`src/rtl/sram_arb_pkg.sv`:
```
// sram_arb_pkg: bus widths, FSM state encoding and port ids shared by the SRAM port arbiter.
package sram_arb_pkg;
    localparam int ADDR_W = 8;
    localparam int DATA_W = 16;
    typedef enum logic [1:0] {IDLE, SETUP, STROBE, HOLD} state_t;
    typedef enum logic {PORT_A = 1'b0, PORT_B = 1'b1} port_t;
endpackage

```
`src/rtl/sram_rr_arbiter.sv`:
```
// sram_rr_arbiter: one-hot grant between ports A and B, round-robin on ties.
// SRAM_ARB_FIXED_PRIO_EN makes A always win ties and ignores last_grant.
module sram_rr_arbiter
    import sram_arb_pkg::*;
(
    input  logic  a_valid,
    input  logic  b_valid,
    input  logic  enable,
    input  port_t last_grant,
    output logic  a_grant,
    output logic  b_grant
);
`ifdef SRAM_ARB_FIXED_PRIO_EN
    logic unused_last_grant;
    assign unused_last_grant = last_grant;
    assign a_grant = enable & a_valid;
    assign b_grant = enable & b_valid & ~a_valid;
`else
    assign a_grant = enable & a_valid & (~b_valid | (last_grant == PORT_B));
    assign b_grant = enable & b_valid & (~a_valid | (last_grant == PORT_A));
`endif
endmodule

```
`src/rtl/sram_port_arbiter.sv`:
```
// sram_port_arbiter: two-requester arbiter driving an async SRAM with SETUP/STROBE/HOLD timing.
// Define SRAM_ARB_FIXED_PRIO_EN for fixed A-over-B priority instead of round-robin.
module sram_port_arbiter
    import sram_arb_pkg::*;
#(
    parameter int WAIT_CYCLES = 1
) (
    input  logic              clk,
    input  logic              reset,
    input  logic              a_valid,
    input  logic              a_write,
    input  logic [ADDR_W-1:0] a_addr,
    input  logic [DATA_W-1:0] a_wdata,
    output logic              a_ready,
    output logic              a_rsp_valid,
    input  logic              b_valid,
    input  logic              b_write,
    input  logic [ADDR_W-1:0] b_addr,
    input  logic [DATA_W-1:0] b_wdata,
    output logic              b_ready,
    output logic              b_rsp_valid,
    output logic [DATA_W-1:0] rsp_rdata,
    output logic [ADDR_W-1:0] address,
    output logic [DATA_W-1:0] data_out,
    output logic              data_oe,
    input  logic [DATA_W-1:0] data_in,
    output logic              chip_enable,
    output logic              write_enable,
    output logic              output_enable
);
    state_t     state, state_nxt;
    port_t      port_q, last_grant;
    logic       wr_q, accept, a_grant, b_grant;
    logic [3:0] cnt;

    sram_rr_arbiter u_arb (
        .a_valid    (a_valid),
        .b_valid    (b_valid),
        .enable     (state == IDLE),
        .last_grant (last_grant),
        .a_grant    (a_grant),
        .b_grant    (b_grant)
    );

    assign a_ready = a_grant;
    assign b_ready = b_grant;
    assign accept  = a_grant | b_grant;

`ifdef SRAM_ARB_FIXED_PRIO_EN
    assign last_grant = PORT_B;
`else
    always_ff @(posedge clk or posedge reset)
        if (reset) last_grant <= PORT_B;
        else if (accept) last_grant <= b_grant ? PORT_B : PORT_A;
`endif

    always_ff @(posedge clk or posedge reset)
        if (reset) state <= IDLE;
        else state <= state_nxt;

    always_comb begin
        state_nxt = state;
        case (state)
            IDLE:    state_nxt = accept ? SETUP : IDLE;
            SETUP:   state_nxt = STROBE;
            STROBE:  state_nxt = (cnt == 4'd1) ? HOLD : STROBE;
            default: state_nxt = IDLE;
        endcase
    end

    always_ff @(posedge clk or posedge reset)
        if (reset) begin
            wr_q      <= 1'b0;
            port_q    <= PORT_A;
            address   <= '0;
            data_out  <= '0;
            rsp_rdata <= '0;
            cnt       <= '0;
        end else begin
            if (accept) begin
                wr_q    <= b_grant ? b_write : a_write;
                port_q  <= b_grant ? PORT_B : PORT_A;
                address <= b_grant ? b_addr : a_addr;
                if (b_grant ? b_write : a_write) data_out <= b_grant ? b_wdata : a_wdata;
            end
            if (state == SETUP) cnt <= 4'(WAIT_CYCLES);
            else if (state == STROBE) cnt <= cnt - 4'd1;
            // capture on the edge that closes the final strobe cycle
            if (state == STROBE && cnt == 4'd1 && !wr_q) rsp_rdata <= data_in;
        end

    assign chip_enable   = (state == IDLE);
    assign write_enable  = !(state == STROBE && wr_q);
    assign output_enable = !(state == STROBE && !wr_q);
    assign data_oe       = wr_q && (state != IDLE);
    assign a_rsp_valid   = (state == HOLD) && (port_q == PORT_A);
    assign b_rsp_valid   = (state == HOLD) && (port_q == PORT_B);
endmodule

```
`config.mk`:
```
export PLATFORM = sky130hd
export DESIGN_NAME = sram_port_arbiter
export DESIGN_NICKNAME = d
export VERILOG_FILES = /design/src/rtl/sram_arb_pkg.sv /design/src/rtl/sram_rr_arbiter.sv /design/src/rtl/sram_port_arbiter.sv
export SDC_FILE = /design/constraint.sdc
export NUM_CORES = 1
export LEC_CHECK = 0
export CORE_UTILIZATION = 39
export CTS_CLUSTER_SIZE = 30
export DETAILED_ROUTE_END_ITERATION = 7
export GPL_TIMING_DRIVEN = 0
export PLACE_DENSITY = 0.85
export SYNTH_ARGS = -nofsm -noshare
export SYNTH_HDL_FRONTEND = slang
export SYNTH_SLANG_ARGS = --single-unit
export TNS_END_PERCENT = 100
```
`constraint.sdc`:
```
create_clock -name clk -period 2.2 [get_ports clk]
set_input_delay 0.55 -clock clk [delete_from_list [all_inputs] [get_ports clk]]
set_output_delay 0.55 -clock clk [all_outputs]
set_load 0.01 [all_outputs]
```
## Word-level counts from Yosys, hierarchy flattened

Cells that the tools add are included.

- Word-level logic and storage cells: 47
- Register bits after elaboration: 49
- Output and inout bits: 48
- Bits of input ports: 70

- $add $sub $neg: 1
- Equal/unequal tests: 4
- Bitwise logic cells: 11
- Multiplexer cells: 9
- Reductions and logical operators: 14

Operators by type and width:

| kind | number |
|---|---|
| 2-to-1 mux 16 bit | 1 |
| 2-to-1 mux 4 bit | 2 |
| 2-to-1 mux 8 bit | 1 |
| logical AND 1 bit | 7 |
| case mux 2 bit (3 select lines) | 1 |
| bitwise AND 1 bit | 4 |
| == test 2 bit, second input constant | 2 |
| == test 4 x 1 -> 1 bit, second input constant | 1 |
| 2-to-1 mux 1 bit | 4 |
| NOT 1 bit | 4 |
| nonzero test 2 bit | 2 |
| subtractor 4 x 1 -> 4 bit, second input constant | 1 |
| zero test 1 bit | 3 |
| bitwise OR 1 bit | 3 |
| == test 2 x 1 -> 1 bit, second input constant | 1 |
| zero test 2 bit | 1 |
| AND reduction 2 bit | 1 |

## Depth between registers and ports, before layout

- Depth after elaboration: 6
- Gate-level depth with buffers: 8
- Mapped depth without buffers: 5

## Modules after synthesis

A second synthesis with hierarchy kept.

- Cells, all modules: 176
- Area, all modules: 2347.3 um^2

Modules (own cells, without submodules):

| module | cells an instance | area each (um^2) | instances | seq. area each (um^2) |
|---|---|---|---|---|
| sram_port_arbiter | 171 | 2326.0 | 1 | 1227.4 |
| sram_rr_arbiter | 5 | 21.3 | 1 | 0.0 |

## Worst setup path before layout

No wires, ideal clock.

- Path kind: register -> output
- From: register state[0]
- To: output port b_ready
- Stages on the path, launching flop included: 8
- Buffers on the path: 3
- Data required time: 1650 ps
- Setup slack: 230 ps
- Arrival: 1420 ps
- Cells stage by stage: dfrtp_1 -> inv_1 -> ha_1 -> buf_2 -> nand3_4 -> buf_6 -> buf_2 -> inv_1

- Longest elaborated chain between the ends: 3

Ends and longest elaborated chain:

| item | RTL line | RTL |
|---|---|---|
| start, declared | sram_port_arbiter.sv:31 | `state_t state, state_nxt;` |
| start signal, assigned | sram_port_arbiter.sv:59 | `else state <= state_nxt;` |
| zero test 2 bit | - |  |
| via chip_enable | sram_port_arbiter.sv:27 | `output logic chip_enable,` |
| bitwise AND 1 bit (2 in series) | sram_rr_arbiter.sv:20 | `assign b_grant = enable & b_valid & (~a_valid \| (last_grant == PORT_A));` |
| end, declared | sram_port_arbiter.sv:20 | `output logic b_ready,` |

The timed path passes the listed nets, and every way through them passes these cells.

## Final worst setup path

- From: register state[0]
- To: output port write_enable

- Longest elaborated chain between the ends: 3

Ends and longest elaborated chain:

| item | RTL line | RTL |
|---|---|---|
| == test 2 bit | sram_port_arbiter.sv:93 | `assign write_enable = !(state == STROBE && wr_q);` |
| logical AND 1 bit | sram_port_arbiter.sv:93 |  |
| zero test 1 bit | sram_port_arbiter.sv:93 |  |
| end, declared | sram_port_arbiter.sv:28 | `output logic write_enable,` |

Every way passes these cells.

==> results.md <==
* Port buffer count at 117
* Global-route usage over all layers at 0.194
* Final hold vios at 0
* Clock buffer count from CTS at 5
* Syn_area_per_cell at 12.6 sq um
* Yosys cell types at 25
* Max_cap viols at 0
* Drt first pass iters at 4
* H-tree depth at 2
* P per Cell Area at 1280 mW/mm^2
* Area leader, netlist: dfrtp_1
* Hold Path Sink: data_out[2]$_DFFE_PP0P_
* Mapped Area at 0.00224 sq mm
* Simple-gate portion of the synthesized area at 0.0909
* Compound-gate portion of the synthesized area at 0.0574
* Core outline area at 0.00554 sq mm
* Worst VDD drop at 0.591 mV
* Vias in the first global route at 1,892
* Worst relative slew slack at 0.634
* Die ar. at 0.00606 sq mm
* Skew final at 0.00728 ns
* WS Path Type: flop to output pin
* DRT iter0 DRCs at 58
* Arrival @ worst endpoint at 1.58 ns
* Synth top area cells: dfrtp_1, mux2_2, mux2_1
* Worst-Margin Slew at 0.548 ns
* CP max stage cell: clkdlybuf4s50_1
* Final setup fails at 0
* Flops & latches, synth at 49
* Status: complete, no violations
* Placer Congestion at 0.746
* # IOs at 118
* N_diodes at 0
* CP Launch Point: state[0]$_DFF_PP0_
* Final nets at 383
* Clock root buffer: clkbuf_8
* Tmin final at 2.13 ns
* Syn nets at 254
* RR Startpoint: state[0]$_DFF_PP0_
* Most common cell after layout, fill and taps aside: clkdlybuf4s50_1
* Chip Width at 77.8 um
* Reg2Reg Setup Slack at 0.30 ns
* Startpoint Class: flop
* R2R Path End: rsp_rdata[3]$_DFFE_PP0P_
* Clk buf depth at 2
* Fin Hold WS at 0.492 ns
* Initial core utilization at 0.405
* Final wirelength at 5600 um
* TNS Setup at 0 ns
* Std-Cell Rows at 27
* Initial antenna violation count at 0
* Largest net degree at the start of global routing at 27
* Global-route wire length before repair at 9080 um
* Synth Area in Adders at 0.0335
* R2r worst-path depth at 6
* CTS tree: done
* Largest family of logic cells by synthesized area: multiplexers
* Via Count at 1,818
* Hold depth at 1
* Highest cell delay on the worst timing path at 0.55 ns
* Worst-path cell chain: inv_1 > ha_1 > nand2_1 > clkdlybuf4s50_1
* DR vias/cell at 4.78
* Synth top area share at 0.535
* Hold Path Class: flop to flop
* Clk slew on worst S/H paths at 0.09 ns
* Detailed placement HPWL at 4140 um
* Pleak at 1.58 nW
* Post-synthesis mux area share at 0.241
* Hold Crit Start: data_out[2]$_DFFE_PP0P_
* GRT Residual Overflow at 0
* Buf+Inv Stages, Crit Path at 2
* CP delay by family, top: buffers and inverters
* Drt wl/cell at 14.7 um
* Post-route clock period utilization at 0.966
* ANT nets after route at 0
* Area growth, synth to finish at 64.6%
* Mapped Cells at 178
* Endpoint type of the worst setup path: output pin
* Yosys warns at 0
* Die Height at 77.8 um
* FMAX at 471 MHz
* Sequential fraction of the synthesis area at 0.547
* Fin. max-slew vios at 0
* DRC viols at 0
* Worst-path maximum fanout at 3
* Most frequent cells in the layout: clkdlybuf4s50_1, dfrtp_1, mux2_2
* Post-Synth XOR/XNOR Area at 0
* RSZ-0062 raised after global routing: false
* Crit path required time at 1.65 ns
* Clk sinks at 49
* Share of layout cells above drive strength 1 at 0.218
* Worst-skew pair later-pin latency at 0.30 ns
==> layout make-up <==
type,instances,area (sq um)
fill,420,1850
sequential,49,1230
timing repair buffer,123,1210
multi-input combinational,116,966
tap,72,90.1
clock buffer,7,86.3
buffer,4,47.5
clock inverter,1,30.0
inverter,8,30.0
==> worst max-delay path by stage <==
stage | endpoint | slack (ns) | depth (start not counted)
after global routing | b_ready | 0.01 | 7
after CTS | b_ready | -0.003 | 7
after global placement | b_ready | -0.70 | 7
after floorplan | b_ready | 0.23 | 7
final | write_enable | 0.07 | 4
after detailed placement | b_ready | -0.72 | 7
==> through the flow <==
stage,cell area (sq um),power [W],util,setup slack [ns],std cells
after CTS,3690,0.00475,0.666,-0.00278,379
after detailed placement,3520,0.00400,0.636,-0.725,368
after floorplan,2240,0.00277,-,0.230,178
after global placement,3500,0.00390,0.633,-0.696,367
final,3690,0.00471,0.666,0.0746,380
after global routing,3690,0.00503,0.666,0.0121,380
==> kinds of logic (layout without fill, tap and decap cells) <==
group                      after synthesis  in the layout
DFF                                     49             49
adders and majority gates                6              6
muxes                                   48             48
and+or+nand+nor                         42             42
buffers and inverters                   13            143
AOI/OAI and AO/OA                       20             20
==> synthesized netlist by cell type <==
library cell	n
nand2_1	9
nand3_4	1
mux2_1	10
and3_1	1
buf_6	2
o22ai_1	9
nor3_1	1
dfstp_2	1
o21a_1	2
a31oi_1	1
dfrtp_1	48
nor2b_1	3
buf_2	3
nor2_1	19
and3_4	1
inv_1	8
nor2_2	1
nand3_1	3
o21ai_0	4
ha_1	6
a21oi_1	3
and2_1	1
nand2b_1	2
mux2_2	38
o21ai_4	1
==> layer usage <==
layer	vias up	routed length, um	GRT usage
met4	0	87	0.0566
met1	872	2310	0.229
met2	62	2810	0.340
met5	-	0	0
met3	8	394	0.0565
li1	876	-	-
==> flip-flops by register name (all words and copies together) (netlist names) <==
signal and count:
address 8, cnt 4, data_out 16, last_grant 1, port_q 1, rsp_rdata 16, state 2, wr_q 1
==> repair_timing <==
item,in CTS,in global routing
setup endpoints to repair,3,3
pin swaps,1,0
buffers inserted,4,1
hold buffers,0,0
gates resized for setup,16,5
==> power breakdown <==
group | internal (W) | switching [W]
sequential | 0.00137 | 0.000259
combinational | 0.00144 | 0.000977
clock | 0.000371 | 0.000295
Power figures use the tool's default switching activity.
